File: src/rtl/cache_arb_pkg.sv
`default_nettype none
// ============================================================================
//  Module      : cache_arb_pkg
//  Description : Shared types and helpers for the cache-to-memory arbiter:
//                controller state encoding, index/offset width helpers and
//                the block-base address function.
//  Revision    : 1.0 - initial release
// ============================================================================
package cache_arb_pkg;

    // Widest byte address the block_base helper handles.
    localparam int c_max_addr_w = 64;

    typedef enum logic [1:0] {
        ST_IDLE = 2'd0,
        ST_WB   = 2'd1,
        ST_FILL = 2'd2,
        ST_DONE = 2'd3
    } arb_state_t;

    // Width of a word index within a block.
    function automatic int idx_width(input int words);
        return $clog2(words);
    endfunction

    // Number of low address bits covered by one block.
    function automatic int offset_width(input int words, input int data_w);
        return $clog2(words * (data_w / 8));
    endfunction

    // Clear the in-block byte offset of an address.
    function automatic logic [c_max_addr_w-1:0] block_base(
        input logic [c_max_addr_w-1:0] addr,
        input int                      off_w
    );
        return addr & ~((64'd1 << off_w) - 64'd1);
    endfunction

endpackage
`default_nettype wire

File: src/rtl/cache_arb_select.sv
`default_nettype none
// ============================================================================
//  Module      : cache_arb_select
//  Description : One-hot winner picker for the cache ports. Fixed priority
//                (lowest index wins) by default; with CACHE_ARB_ROUND_ROBIN_EN
//                defined the search starts at the port after the last grant
//                and a pointer register tracks that grant.
//  Revision    : 1.0 - initial release
// ============================================================================
module cache_arb_select #(
    parameter int NUM_PORTS = 2,
    parameter int SEL_W     = 1
) (
`ifdef CACHE_ARB_ROUND_ROBIN_EN
    input  logic                 clk,
    input  logic                 rst,
    input  logic                 advance,
`endif
    input  logic [NUM_PORTS-1:0] req,
    output logic [NUM_PORTS-1:0] winner,
    output logic [SEL_W-1:0]     winner_idx
);

    logic [NUM_PORTS-1:0] w_pool;

`ifdef CACHE_ARB_ROUND_ROBIN_EN
    logic [SEL_W-1:0]     r_ptr;
    logic [NUM_PORTS-1:0] w_upper;

    // Prefer requesters above the last-granted port, else wrap to the bottom.
    always_comb begin
        w_upper = '0;
        for (int i = 0; i < NUM_PORTS; i++) begin
            w_upper[i] = req[i] && (i > int'(r_ptr));
        end
        w_pool = (w_upper != '0) ? w_upper : req;
    end

    // Remember the port granted most recently.
    always_ff @(posedge clk or posedge rst) begin
        if (rst) begin
            r_ptr <= '0;
        end else if (advance) begin
            r_ptr <= winner_idx;
        end
    end
`else
    // Fixed priority searches all requesters.
    always_comb begin
        w_pool = req;
    end
`endif

    // Lowest set bit of the candidate pool wins.
    always_comb begin
        winner     = '0;
        winner_idx = '0;
        for (int i = NUM_PORTS - 1; i >= 0; i--) begin
            if (w_pool[i]) begin
                winner     = '0;
                winner[i]  = 1'b1;
                winner_idx = SEL_W'(i);
            end
        end
    end

endmodule
`default_nettype wire

File: src/rtl/cache_mem_arbiter.sv
`default_nettype none
// ============================================================================
//  Module      : cache_mem_arbiter
//  Description : Arbitrates block fills and dirty-block write-backs from
//                NUM_PORTS caches onto one pipelined memory port, with a
//                bounded number of outstanding reads. Optional macro
//                CACHE_ARB_ROUND_ROBIN_EN selects round-robin arbitration.
//  Revision    : 1.0 - initial release
// ============================================================================
module cache_mem_arbiter
    import cache_arb_pkg::*;
#(
    parameter int NUM_PORTS       = 2,
    parameter int DATA_W          = 16,
    parameter int ADDR_W          = 16,
    parameter int WORDS_PER_BLOCK = 8,
    parameter int MAX_OUTSTANDING = 4
) (
    input  logic                                     clk,
    input  logic                                     rst,
    input  logic [NUM_PORTS-1:0]                     req_miss,
    input  logic [NUM_PORTS-1:0]                     req_wb,
    input  logic [NUM_PORTS*ADDR_W-1:0]              req_addr,
    input  logic [NUM_PORTS*ADDR_W-1:0]              wb_addr,
    input  logic [NUM_PORTS*DATA_W-1:0]              wb_data,
    output logic [NUM_PORTS-1:0]                     grant,
    output logic [idx_width(WORDS_PER_BLOCK)-1:0]    wb_idx,
    output logic [NUM_PORTS-1:0]                     fill_valid,
    output logic [idx_width(WORDS_PER_BLOCK)-1:0]    fill_idx,
    output logic [DATA_W-1:0]                        fill_data,
    output logic [NUM_PORTS-1:0]                     done,
    output logic                                     mem_enable,
    output logic                                     mem_write_en,
    output logic [ADDR_W-1:0]                        mem_addr,
    output logic [DATA_W-1:0]                        data_to_mem,
    input  logic [DATA_W-1:0]                        data_from_mem,
    input  logic                                     mem_data_valid,
    output logic                                     hazard_stall
);

    localparam int c_idx_w = idx_width(WORDS_PER_BLOCK);
    localparam int c_cnt_w = c_idx_w + 1;
    localparam int c_bytes = DATA_W / 8;
    localparam int c_off_w = offset_width(WORDS_PER_BLOCK, DATA_W);
    localparam int c_sel_w = (NUM_PORTS > 1) ? $clog2(NUM_PORTS) : 1;

    arb_state_t           r_state;
    logic [c_sel_w-1:0]   r_port;
    logic [NUM_PORTS-1:0] r_onehot;
    logic [ADDR_W-1:0]    r_wb_base;
    logic [ADDR_W-1:0]    r_fill_base;
    logic [c_cnt_w-1:0]   r_issued;
    logic [c_cnt_w-1:0]   r_recvd;
    logic [c_idx_w-1:0]   r_wb_idx;

    logic [NUM_PORTS-1:0] w_winner;
    logic [c_sel_w-1:0]   w_winner_idx;
    logic                 w_any_req;
    logic [ADDR_W-1:0]    w_win_fill_base;
    logic [ADDR_W-1:0]    w_win_wb_base;
    logic [c_cnt_w-1:0]   w_in_flight;
    logic                 w_issue_wr;
    logic                 w_issue_rd;
    logic [ADDR_W-1:0]    w_wr_addr;
    logic [ADDR_W-1:0]    w_rd_addr;

    assign w_any_req = |req_miss;

    cache_arb_select #(
        .NUM_PORTS (NUM_PORTS),
        .SEL_W     (c_sel_w)
    ) u_select (
`ifdef CACHE_ARB_ROUND_ROBIN_EN
        .clk        (clk),
        .rst        (rst),
        .advance    ((r_state == ST_IDLE) && w_any_req),
`endif
        .req        (req_miss),
        .winner     (w_winner),
        .winner_idx (w_winner_idx)
    );

    // Block bases of the winning port, latched at grant time.
    assign w_win_fill_base = ADDR_W'(block_base(
        c_max_addr_w'(req_addr[w_winner_idx*ADDR_W +: ADDR_W]), c_off_w));
    assign w_win_wb_base   = ADDR_W'(block_base(
        c_max_addr_w'(wb_addr[w_winner_idx*ADDR_W +: ADDR_W]), c_off_w));

    // Word addresses stay inside the block since the index never exceeds W-1.
    assign w_wr_addr   = r_wb_base + ADDR_W'(int'(r_wb_idx) * c_bytes);
    assign w_rd_addr   = r_fill_base + ADDR_W'(int'(r_issued) * c_bytes);

    assign w_in_flight = r_issued - r_recvd;
    assign w_issue_wr  = (r_state == ST_WB);
    assign w_issue_rd  = (r_state == ST_FILL) &&
                         (r_issued < c_cnt_w'(WORDS_PER_BLOCK)) &&
                         (w_in_flight < c_cnt_w'(MAX_OUTSTANDING));

    assign grant        = ((r_state == ST_WB) || (r_state == ST_FILL)) ? r_onehot : '0;
    assign done         = (r_state == ST_DONE) ? r_onehot : '0;
    assign mem_enable   = w_issue_wr || w_issue_rd;
    assign mem_write_en = w_issue_wr;
    assign mem_addr     = w_issue_wr ? w_wr_addr : (w_issue_rd ? w_rd_addr : '0);
    assign data_to_mem  = w_issue_wr ? wb_data[r_port*DATA_W +: DATA_W] : '0;
    assign wb_idx       = r_wb_idx;
    assign fill_valid   = ((r_state == ST_FILL) && mem_data_valid) ? r_onehot : '0;
    assign fill_idx     = r_recvd[c_idx_w-1:0];
    assign fill_data    = data_from_mem;
    assign hazard_stall = (r_state != ST_IDLE) || w_any_req;

    // Service sequencer: arbitrate, write back victim, fill block, signal done.
    always_ff @(posedge clk or posedge rst) begin
        if (rst) begin
            r_state     <= ST_IDLE;
            r_port      <= '0;
            r_onehot    <= '0;
            r_wb_base   <= '0;
            r_fill_base <= '0;
            r_issued    <= '0;
            r_recvd     <= '0;
            r_wb_idx    <= '0;
        end else begin
            case (r_state)
                ST_IDLE: begin
                    if (w_any_req) begin
                        r_port      <= w_winner_idx;
                        r_onehot    <= w_winner;
                        r_wb_base   <= w_win_wb_base;
                        r_fill_base <= w_win_fill_base;
                        r_state     <= req_wb[w_winner_idx] ? ST_WB : ST_FILL;
                    end
                end
                ST_WB: begin
                    r_wb_idx <= r_wb_idx + c_idx_w'(1);
                    if (r_wb_idx == c_idx_w'(WORDS_PER_BLOCK - 1)) begin
                        r_state <= ST_FILL;
                    end
                end
                ST_FILL: begin
                    if (w_issue_rd) begin
                        r_issued <= r_issued + c_cnt_w'(1);
                    end
                    if (mem_data_valid) begin
                        r_recvd <= r_recvd + c_cnt_w'(1);
                        if (r_recvd == c_cnt_w'(WORDS_PER_BLOCK - 1)) begin
                            r_state <= ST_DONE;
                        end
                    end
                end
                ST_DONE: begin
                    r_issued <= '0;
                    r_recvd  <= '0;
                    r_wb_idx <= '0;
                    r_state  <= ST_IDLE;
                end
                default: begin
                    r_state <= ST_IDLE;
                end
            endcase
        end
    end

endmodule
`default_nettype wire

File: config.mk
export PLATFORM = sky130hd
export DESIGN_NAME = cache_mem_arbiter
export DESIGN_NICKNAME = d
export VERILOG_FILES = /design/src/rtl/cache_arb_pkg.sv /design/src/rtl/cache_arb_select.sv /design/src/rtl/cache_mem_arbiter.sv
export SDC_FILE = /design/constraint.sdc
export NUM_CORES = 1
export LEC_CHECK = 0
export ABC_AREA = 1
export BUFFER_PORTS_ARGS = -buffer_cell sky130_fd_sc_hd__buf_2
export CAP_MARGIN = 15
export CORE_AREA = 2 2 90 92
export CTS_CLUSTER_DIAMETER = 80
export DETAILED_ROUTE_END_ITERATION = 6
export DIE_AREA = 0 0 92 94
export PLACE_DENSITY = 0.76
export SLEW_MARGIN = 20
export SYNTH_ARGS = -nofsm -noshare
export SYNTH_HDL_FRONTEND = slang
export SYNTH_SLANG_ARGS = --single-unit
File: constraint.sdc
create_clock -name clk -period 2.8 [get_ports clk]
set_clock_uncertainty 0.2 [all_clocks]
set_input_delay 0.28 -clock clk [delete_from_list [all_inputs] [get_ports clk]]
set_output_delay 0.28 -clock clk [all_outputs]
set_load 0.01 [all_outputs]
Word-level counts from Yosys, hierarchy flattened

Cells that the tools add are included.

Logic and storage cells: 68
Flip-flop bits (word level): 40
Input bits: 119

Muxes and demuxes: 23
Shift operators: 3
Equality and inequality tests: 10
Add/subtract/negate cells: 6
Reduce and logical (&&, ||, !) cells: 15
$lt $le $gt $ge: 3

Operators with widths:

| cell                | count |
|---|---|
| $shiftx 32x6->16    | 3 |
| $mux 16             | 3 |
| $mux 2              | 10 |
| $add 16x4->16       | 1 |
| $add 16x5->16       | 1 |
| $pmux 4 s2          | 2 |
| $add 4x1->4 const B | 2 |
| $mux 4              | 2 |
| $pmux 2 s4          | 1 |
| $ne 2x2->1 const B  | 3 |
| $pmux 3 s2          | 1 |
| $reduce_and 2->1    | 3 |
| $reduce_bool 2->1   | 3 |
| $eq 2x2->1 const B  | 2 |
| $eq 4x3->1 const B  | 1 |
| $lt 4x3->1 const B  | 1 |
| $lt 4x4->1 const B  | 1 |
| $mux 1              | 4 |
| $ne 2x1->1 const B  | 2 |
| $reduce_and 4->1    | 1 |
| $sub 4x4->4         | 1 |
| $add 3x1->3 const B | 1 |
| $eq 3x3->1 const B  | 1 |
| $logic_and 1x1->1   | 3 |
| other kinds (5)     | 7 |

Logic depth before layout (Yosys ltp)

Gate-level depths: netlist of the first run.

Depth in word-level cells: 7
Mapped depth: 11

Hierarchy

A second synthesis of the first run with hierarchy kept.

Cell total of the unflattened synthesis: 454
Area, all modules: 3065.4 µm²

Modules (own cells, without submodules):

| module            | cells each | area an instance (µm²) | times used |
|---|---|---|---|
| cache_mem_arbiter | 450        | 3040.4                 | 1 |
| cache_arb_select  | 4          | 25.0                   | 1 |

Worst setup path before layout of the first run

Ideal clock, no wire load.

Path kind: register -> output
From: reg r_recvd[1]
To: out mem_addr[13]
Path slack: 0.896 ns
Arrival: 1.424 ns
Data required time: 2.320 ns
Cell stages (with the launch flop): 11
Cell sequence: dfrtp_1 inv_1 ha_1 nand2_2 nand2_1 nand2_1 nand2_2 nor2_8 buf_12 nand3_2 nand2_1

Cells in the longest elaborated chain, start to end: 5

Ends and longest elaborated chain:

| what                     | line                     | source |
|---|---|---|
| start: declaration       | cache_mem_arbiter.sv:53  | `logic [c_cnt_w-1:0] r_recvd;` |
| start signal: assignment | cache_mem_arbiter.sv:144 | `r_recvd <= r_recvd + c_cnt_w'(1);` |
| $sub 4x4->4              | cache_mem_arbiter.sv:93  | `assign w_in_flight = r_issued - r_recvd;` |
| $lt 4x3->1               | cache_mem_arbiter.sv:97  | `(w_in_flight < c_cnt_w'(MAX_OUTSTANDING));` |
| $logic_and 1x1->1        | cache_mem_arbiter.sv:96  | `(r_issued < c_cnt_w'(WORDS_PER_BLOCK)) &&` |
| $mux 16 (2 in a row)     | cache_mem_arbiter.sv:103 | `assign mem_addr = w_issue_wr ? w_wr_addr : (w_issue_rd ? w_rd_addr : '0);` |
| end: declaration         | cache_mem_arbiter.sv:34  | `output logic [ADDR_W-1:0] mem_addr,` |

No other way between the ends.

Final worst setup path of the first run

From: reg r_issued[3]
To: out mem_addr[10]

Cells in the longest elaborated chain, start to end: 5

Ends and longest elaborated chain:

| what                                                   | line                                             | source |
|---|---|---|
| start: declaration                                     | cache_mem_arbiter.sv:52                          | `logic [c_cnt_w-1:0] r_issued;` |
| start signal: assignment                               | cache_mem_arbiter.sv:141                         | `r_issued <= r_issued + c_cnt_w'(1);` |
| $sub 4x4->4 / $lt 4x4->1 (equally long branches)       | cache_mem_arbiter.sv:93, cache_mem_arbiter.sv:96 |  |
| $lt 4x3->1 / $logic_and 1x1->1 (equally long branches) | cache_mem_arbiter.sv:97, cache_mem_arbiter.sv:95 |  |
| $logic_and 1x1->1                                      | cache_mem_arbiter.sv:96                          |  |
| $mux 16 * (2 in a row)                                 | cache_mem_arbiter.sv:103                         |  |

Every way passes the cells marked *; elsewhere a longest branch is shown, timed or not.

==> results of run 1 <==
## worst max-delay path, cell delays in order (launching register included)
cell and delay [ps]:
dfrtp_1 410, ha_1 220, ha_1 190, nand2_1 100, nor2_2 230, inv_1 80, o21ai_1 170, inv_1 80
nand3_2 70, nand2_1 70, buf_2 140
## placed cells by master, fill, tap and decap left out, types with 8 or more instances in the layout
| cell | n |
|---|---|
| nand2_1 | 116 |
| a31oi_1 | 15 |
| inv_1 | 39 |
| buf_2 | 132 |
| buf_4 | 8 |
| o22ai_1 | 12 |
| dfrtp_1 | 39 |
| nor2_1 | 75 |
| nand3_2 | 10 |
| ha_1 | 12 |
| o21ai_0 | 32 |
| nand3_1 | 24 |
## final cells by class
type                       count  share of cell area, %
clock buffer                   5                  1.861
multi-input combinational    323                  43.47
tap                          102                  3.451
clock inverter                 3                 0.4060
timing repair buffer         141                  19.76
inverter                      46                  4.668
sequential                    39                  26.39
## flip-flops by register name (all words and copies together) (netlist names)
signal       cells
r_wb_base       12
r_recvd          4
r_port           1
r_onehot         1
r_state          2
wb_idx           3
r_issued         4
r_fill_base     12
## cell families (layout without fill, tap and decap cells)
family	count (synthesis)	in the layout	synth area share, %
compound gates	65	65	12.01
xor+xnor	5	5	1.455
fa+ha+maj	12	12	4.987
buf+inv	85	195	14.42
flops	39	39	32.42
other cells	1	1	0.1246
simple gates	240	240	34.58
## worst paths after layout
check	startpoint	end	slack, ps	cells after the start
worst max-delay path	r_issued[3]	mem_addr[10]	270	10
worst min-delay path	wb_addr[30]	r_wb_base[14]	30	3
min in group asynchronous	rst	wb_idx[0]	450	4
max in group asynchronous	rst	r_recvd[0]	1590	4
worst max register to register	r_state[1]	r_state[0]	620	8
worst min register to register	wb_idx[0]	wb_idx[0]	330	1
## metal layers
metal / wire length [um] / GRT usage, % / up-vias
met5: 0 / 0 / -
met4: 157 / 5.846 / 0
met3: 559 / 3.531 / 17
met2: 4146 / 35.54 / 114
met1: 3601 / 23.81 / 1378
li1: - / - / 1624
## report_power, final
part	internal (mW)	total, mW	leakage [nW]	switching (mW)
combinational	0.782	2.11	1.61	1.33
clock	0.171	0.376	0.0477	0.205
sequential	0.836	1.07	0.468	0.234
## timing repair
item                                    4_1_cts  5_1_grt
hold buffers                                  1        0
gates resized for setup                       0        0
endpoints found under the setup margin        0        0
hold endpoints to repair                     39        0
## metrics by stage
step / cell area, um2 / cells / setup WS, ps / util [%] / power (mW)
2_1_floorplan: 3010 / 447 / 896.5 / - / 2.608
3_3_place_gp: 3605 / 650 / 597.0 / 47.38 / 3.140
3_5_place_dp: 3605 / 650 / 565.4 / 47.38 / 3.207
4_1_cts: 3699 / 659 / 237.5 / 48.62 / 3.595
5_1_grt: 3699 / 659 / 67.35 / 48.62 / 3.932
6_report: 3699 / 659 / 270.1 / 48.62 / 3.560
==> run_results.csv, run 1 <==
group,metric,value,unit
synth,ys_types,30,
floorplan,rows,32,
detailed_routing,drt_iter0_markers,132,
cts,path_clk_slew,80,ps
setup_path,worstPathRequired,2320,ps
synth,synth_area_per_cell,6.735,um2
layout,areaGrowthSynthToFinish,22.86,%
synth,ys_warn_count,0,
timing,rsz0062_at_grt,"no",
floorplan,core,0.007607,mm2
cts,post_cts_buffers,0,
timing,hold_ws,29.34,ps
cts,clk_path_buf_depth,2,
grt,antenna_found_initial,0,
detailed_routing,routed_wl,8.464,mm
timing,tightest_slew,592.6,ps
hold_path,hp-class,"input pin to flip-flop",
detailed_routing,drc,0,
grt,first_global_vias,2957,
floorplan,ios,182,
power_and_ir_drop,p_leak,2.125,nW
detailed_routing,wire_per_inst,12.84,um
synth,synth_commonest_cells,"116 x nand2_1, 76 x nor2_1, 39 x dfrtp_1, 39 x inv_1, 32 x o21ai_0",
setup_path,path_class,"flip-flop to output port",
synth,synth-seq-area-share,32.42,%
timing,setup_viol,0,
floorplan,die_y,94,um
place,dp.final_hpwl,6.753,mm
cts,numCtsBuffers,5,
detailed_routing,vias,3133,
detailed_routing,drtAntennaViolNets,0,
synth,synth_seq_cells,39,
grt,groute.usage.overall,19.64,%
layout,diodes,0,
setup_path,arrival,2050,ps
layout,fin_nets,687,
detailed_routing,dr.pass1.iters,5,
synth,synth_top_area_share,32.42,%
cts,cts.sinks,39,
floorplan,dieArea,0.008648,mm2
timing,period_share,90.35,%
grt,grt-ovfl-total,0,
power_and_ir_drop,p_per_area,962.4,mW/mm2
run_status,run_status,"complete, no violations",
synth,synthFlopType,"dfrtp_1",
synth,synth.area.top_cells,"dfrtp_1 32%, nand2_1 14%, nor2_1 9.5%",
timing,period_minus_slack,2530,ps
timing,slew_viol_final,0,
layout,ff_latch_area,975.9,um2
synth,synth_top_area_cell,"dfrtp_1",
detailed_routing,viasPerCell,4.754,
timing,hold_viol,0,
layout,multi_input_area,0.001608,mm2
synth,syn_nets,578,
timing,slew_headroom,60.25,%
layout,fillers,798,
floorplan,die_width,92,um
timing,tns,0,ps
grt,grt_first_pass_wirelength,13.68,mm
layout,drive_gt1_share,30.70,%
flow_run,max_cap_viol_count,0,
synth,netlist_instances,447,
setup_path,path_max_fanout,6,
cts,clkLatencyLatePin,290,ps
cts,cts_tree,"yes",
synth,synthArstFlopShare,100.0,%
place,gp_congestion,0.8905,
synth,synth_edf_count,0,
timing,fmax,0.3953,GHz
power_and_ir_drop,vdd_ir_drop_max,0.3501,mV
synth,syn_area,0.003010,mm2
setup_path,end_kind,"output port",
floorplan,start_util,39.57,%
place,port_buffers,132,
cts,root_buffer,"clkbuf_8",
synth,yosysMostFrequentCell,"nand2_1",
cts,cts.htree.levels,2,
setup_path,startpoint_type,"flip-flop",
grt,grt_max_degree,40,
Note: power is estimated with default switching activity, not from simulation.
==> inputs of run 2 (changes only) <==
- GPL_TIMING_DRIVEN: not set -> 0
==> run_results.csv, run 2 (synthesis results as in run 1) <==
group,metric,value,unit
run_status,run_status,"complete, no violations",
layout,areaGrowthSynthToFinish,34.29,%
detailed_routing,drt_iter0_markers,124,
timing,fmax,0.3962,GHz
setup_path,regToRegEndpoint,"r_state[0]",
setup_path,path_class,"flip-flop to output port",
floorplan,start_util,39.57,%
place,port_buffers,148,
cts,root_buffer,"clkbuf_8",
setup_path,worstPathRequired,2320,ps
power_and_ir_drop,p_per_area,966.8,mW/mm2
setup_path,path_max_fanout,6,
setup_path,arrival,2040,ps
power_and_ir_drop,p_leak,2.344,nW
setup_path,r2r.worst_path.cells,9,
detailed_routing,viasPerCell,4.801,
hold_path,min_from,"wb_addr[30]",
layout,largestRegisters,"r_fill_base: 12 flops, r_wb_base: 12 flops",
hold_path,hold_depth,3,
place,post-place-cells,698,
grt,antenna_found_initial,0,
grt,grt-ovfl-total,0,
cts,clk_path_buf_depth,2,
layout,final_common_cell,"buf_2",
floorplan,dieArea,0.008648,mm2
grt,grt_max_degree,32,
detailed_routing,wire_per_inst,12.94,um
flow_run,max_cap_viol_count,0,
detailed_routing,dr.pass1.iters,4,
layout,stdcell_count,707,
timing,rsz0062_at_grt,"no",
grt,first_global_vias,3191,
floorplan,die_y,94,um
setup_path,end_kind,"output port",
floorplan,rows,32,
layout,layout_common_cells,"158 x buf_2, 116 x nand2_1, 76 x nor2_1",
place,gp_congestion,0.9103,
timing,hold_ws,23.27,ps
cts,path_clk_slew,90,ps
layout,diodes,0,
detailed_routing,drtAntennaViolNets,0,
place,dpl-instance-area,0.003899,mm2
grt,grt_first_pass_wirelength,14.61,mm
timing,tns,0,ps
timing,period_share,90.14,%
layout,drive_gt1_share,35.21,%
layout,final_core_util,53.14,%
hold_path,hp-class,"input pin to flip-flop",
timing,slew_viol_final,0,
setup_path,r2r_setup_slack,780,ps
cts,cts.sinks,39,
floorplan,die_width,92,um
cts,cts.htree.levels,2,
floorplan,core,0.007607,mm2
hold_path,hold_end,"r_wb_base[14]",
timing,hold_viol,0,
detailed_routing,routed_wl,9.150,mm
cts,clkLatencyLatePin,290,ps
timing,setup_viol,0,
floorplan,ios,182,
cts,numCtsBuffers,5,
grt,groute.usage.overall,21.27,%
setup_path,reg2reg_from,"r_state[1]",
setup_path,startpoint_type,"flip-flop",
place,dp_slack,411.1,ps
timing,layout_setup_ws,276.0,ps
power_and_ir_drop,p_total,3.908,mW
detailed_routing,drc,0,
cts,cts_tree,"yes",
detailed_routing,vias,3394,
layout,fin_nets,735,
timing,period_minus_slack,2524,ps
layout,finalInstanceArea,0.004043,mm2
power_and_ir_drop,vdd_ir_drop_max,0.3923,mV
place,dp.final_hpwl,7.453,mm
run 2: changes by cell type in the layout (fill, tap and decap cells not counted), moves of 2 or more:
cell       delta
clkbuf_1      +4
buf_2        +26
bufinv_16     +2
buf_4        +13
buf_12        +2
buf_1         +2
clkinv_2      -3
run 2: what timing repair did:
action / CTS / global route
buffers inserted: 0 / 0
hold buffers: 1 / 0
setup endpoints to repair: 0 / 1
endpoints found under the hold margin: 39 / 0
gates resized for setup: 0 / 2
run 2: area by class of cell:
cell class | instances | area [um2]
Sequential cell | 39 | 975.9
Buffer | 39 | 262.8
Clock inverter | 2 | 60.06
Tap cell | 102 | 127.6
Inverter | 46 | 172.7
Clock buffer | 6 | 72.57
Multi-Input combinational cell | 323 | 1600
Timing Repair Buffer | 150 | 770.7
Fill cell | 779 | 3565
run 2: worst max path at each step:
stage,from,end,slack (ps),depth (start not counted)
floorplan,r_recvd[1],mem_addr[13],900,10
global placement,r_state[1],data_to_mem[14],430,7
detailed placement,r_state[1],data_to_mem[14],410,7
CTS,r_state[1],data_to_mem[14],90,7
global route,r_issued[3],mem_addr[10],100,10
finish,r_issued[3],mem_addr[10],280,10
run 2: layer usage:
| layer | track usage, % | part of all wire, % |
|---|---|---|
| met2 | 39.64 | 50 |
| met5 | 0 | 0 |
| met1 | 25.18 | 41 |
| met3 | 3.130 | 7.4 |
| met4 | 6.592 | 1.7 |
run 2: critical path, cell delays in order, from the launching register on:
cell     delay, ps
dfrtp_1        420
ha_1           220
ha_1           190
nand2_1        100
nor2_2         220
inv_1           80
o21ai_1        180
inv_1           70
nand3_2         70
nand2_1         50
buf_2          130
run 2: where the power goes:
group | total (mW) | internal (mW) | switching, mW
clock | 0.568 | 0.357 | 0.212
sequential | 1.07 | 0.836 | 0.236
combinational | 2.27 | 0.875 | 1.39
total | 3.91 | 2.07 | 1.84
==> inputs of run 3 (changes only) <==
- REMOVE_ABC_BUFFERS: not set -> 1
==> run_results.csv, run 3 (synthesis results as in run 1) <==
group,metric,value,unit
run_status,run_status,"complete, no violations",
hold_path,hp-class,"input pin to flip-flop",
cts,clk_path_buf_depth,2,
layout,largestRegisters,"r_fill_base: 12 flops, r_wb_base: 12 flops",
floorplan,start_util,39.57,%
grt,groute.usage.overall,19.63,%
cts,cts.htree.levels,2,
grt,grt_first_pass_wirelength,13.79,mm
detailed_routing,dr.pass1.iters,4,
cts,numCtsBuffers,5,
grt,grt-ovfl-total,0,
setup_path,path_max_fanout,17,
timing,slew_viol_final,0,
hold_path,min_from,"wb_addr[24]",
power_and_ir_drop,clkPwrFrac,13.4,%
place,port_buffers,132,
power_and_ir_drop,power.switching,1.740,mW
power_and_ir_drop,p_leak,2.120,nW
timing,tightest_slew,731.6,ps
timing,rsz0062_at_grt,"no",
timing,period_minus_slack,2548,ps
detailed_routing,drt_iter0_markers,142,
setup_path,arrival,2070,ps
timing,slew_headroom,51.17,%
setup_path,worstPathRequired,2320,ps
grt,first_global_vias,3009,
grt,grt_max_degree,38,
power_and_ir_drop,sw_frac_of_total,47.59,%
power_and_ir_drop,comb_power_share,56.7,%
detailed_routing,vias,3119,
setup_path,end_kind,"output port",
setup_path,r2r.worst_path.cells,8,
detailed_routing,drc,0,
cts,post_cts_buffers,0,
place,dp.final_hpwl,6.344,mm
timing,setup_viol,0,
floorplan,die_width,92,um
layout,final_common_cell,"buf_2",
floorplan,core,0.007607,mm2
cts,cts.sinks,39,
detailed_routing,viasPerCell,4.776,
floorplan,rows,32,
floorplan,die_y,94,um
layout,drive_gt1_share,30.49,%
power_and_ir_drop,p_per_area,979.0,mW/mm2
setup_path,regToRegEndpoint,"r_state[0]",
cts,clkLatencyLatePin,290,ps
layout,multi_input_area,0.001620,mm2
place,gp_congestion,0.8274,
floorplan,dieArea,0.008648,mm2
detailed_routing,wire_per_inst,12.67,um
layout,ff_latch_area,975.9,um2
power_and_ir_drop,seqPwrFrac,29.8,%
setup_path,r2r_setup_slack,650,ps
grt,antenna_found_initial,0,
power_and_ir_drop,intPower,1.916,mW
power_and_ir_drop,p_total,3.655,mW
setup_path,startpoint_type,"flip-flop",
hold_path,hold_end,"r_wb_base[8]",
hold_path,hold_depth,3,
detailed_routing,routed_wl,8.273,mm
cts,cts_tree,"yes",
timing,period_share,90.98,%
setup_path,reg2reg_from,"r_state[1]",
layout,areaGrowthSynthToFinish,24.02,%
timing,fmax,0.3925,GHz
power_and_ir_drop,vdd_ir_drop_max,0.3173,mV
layout,diodes,0,
layout,fillers,793,
cts,path_clk_slew,80,ps
setup_path,path_class,"flip-flop to output port",
floorplan,ios,182,
cts,root_buffer,"clkbuf_8",
detailed_routing,drtAntennaViolNets,0,
timing,hold_viol,0,
layout,fin_nets,681,
timing,tns,0,ps
layout,layout_common_cells,"132 x buf_2, 116 x nand2_1, 75 x nor2_1",
flow_run,max_cap_viol_count,0,
run 3: cell count changes in the layout (fill, tap and decap cells not counted), sizes merged:
cell,before,now
bufinv,2,1
clkbuf,10,6
clkinv,2,3
buf,184,134
run 3: repair_timing:
action                                  CTS  global route
gates resized for setup                   2             0
endpoints found under the setup margin   18             0
hold buffers                              1             0
endpoints found under the hold margin    11             0
run 3: metal layers:
metal,part of all wire (%),wire (um),global-route usage [%],vias to the layer above
li1,-,-,-,1616
met1,44,3661,23.78,1354
met2,45,3723,34.01,139
met3,9.0,748,5.297,8
met4,1.0,83,5.224,2
met5,0.68,56,5.128,-
run 3: through the flow:
| step | hold slack [ps] | setup WS, ps | area (um2) | cells | util (%) |
|---|---|---|---|---|---|
| after floorplan | 227.1 | -93.66 | 2749 | 408 | - |
| after global placement | 308.0 | -1036 | 3537 | 642 | 46.50 |
| after detailed placement | 45.28 | -91.01 | 3595 | 644 | 47.25 |
| after CTS | 22.74 | 236.6 | 3734 | 653 | 49.08 |
| after global routing | 29.06 | 54.91 | 3734 | 653 | 49.08 |
| final | 27.17 | 252.4 | 3734 | 653 | 49.08 |
run 3: critical path, stage by stage, from the launching register on:
cell and delay, ps:
dfrtp_1 450, inv_1 120, ha_1 200, inv_2 70, nor2_1 80, nand2_1 80
inv_2 60, nand2_2 80, nor2_8 300, nand3_1 120, nand2_1 90, buf_2 130
run 3: power groups by stage:
stage | clock, mW | sequential (mW) | combinational, mW
floorplan | 0 | 1.06 | 1.40
global placement | 0 | 1.08 | 1.99
detailed placement | 0 | 1.10 | 2.08
CTS | 0.507 | 1.09 | 2.10
global route | 0.526 | 1.14 | 2.38
finish | 0.491 | 1.09 | 2.07
run 3: final cells by class:
cell class / count / area share [%]
clock buffers: 6 / 2.212
clock inverters: 2 / 0.9383
inverters: 46 / 4.658
multi-input cells: 323 / 43.40
flip-flops and latches: 39 / 26.14
well taps: 102 / 3.418
repair buffers: 135 / 19.24
run 3: worst max path at each step:
stage                      startpoint         endpoint  cells after the start
after floorplan            r_state[0]  r_fill_base[10]                      6
after global placement     r_state[0]  r_fill_base[10]                      6
after detailed placement   r_state[1]      mem_addr[6]                      6
after CTS                  r_state[0]      mem_addr[6]                     11
after global routing      r_issued[3]     mem_addr[12]                     11
final                      r_state[0]      mem_addr[6]                     11
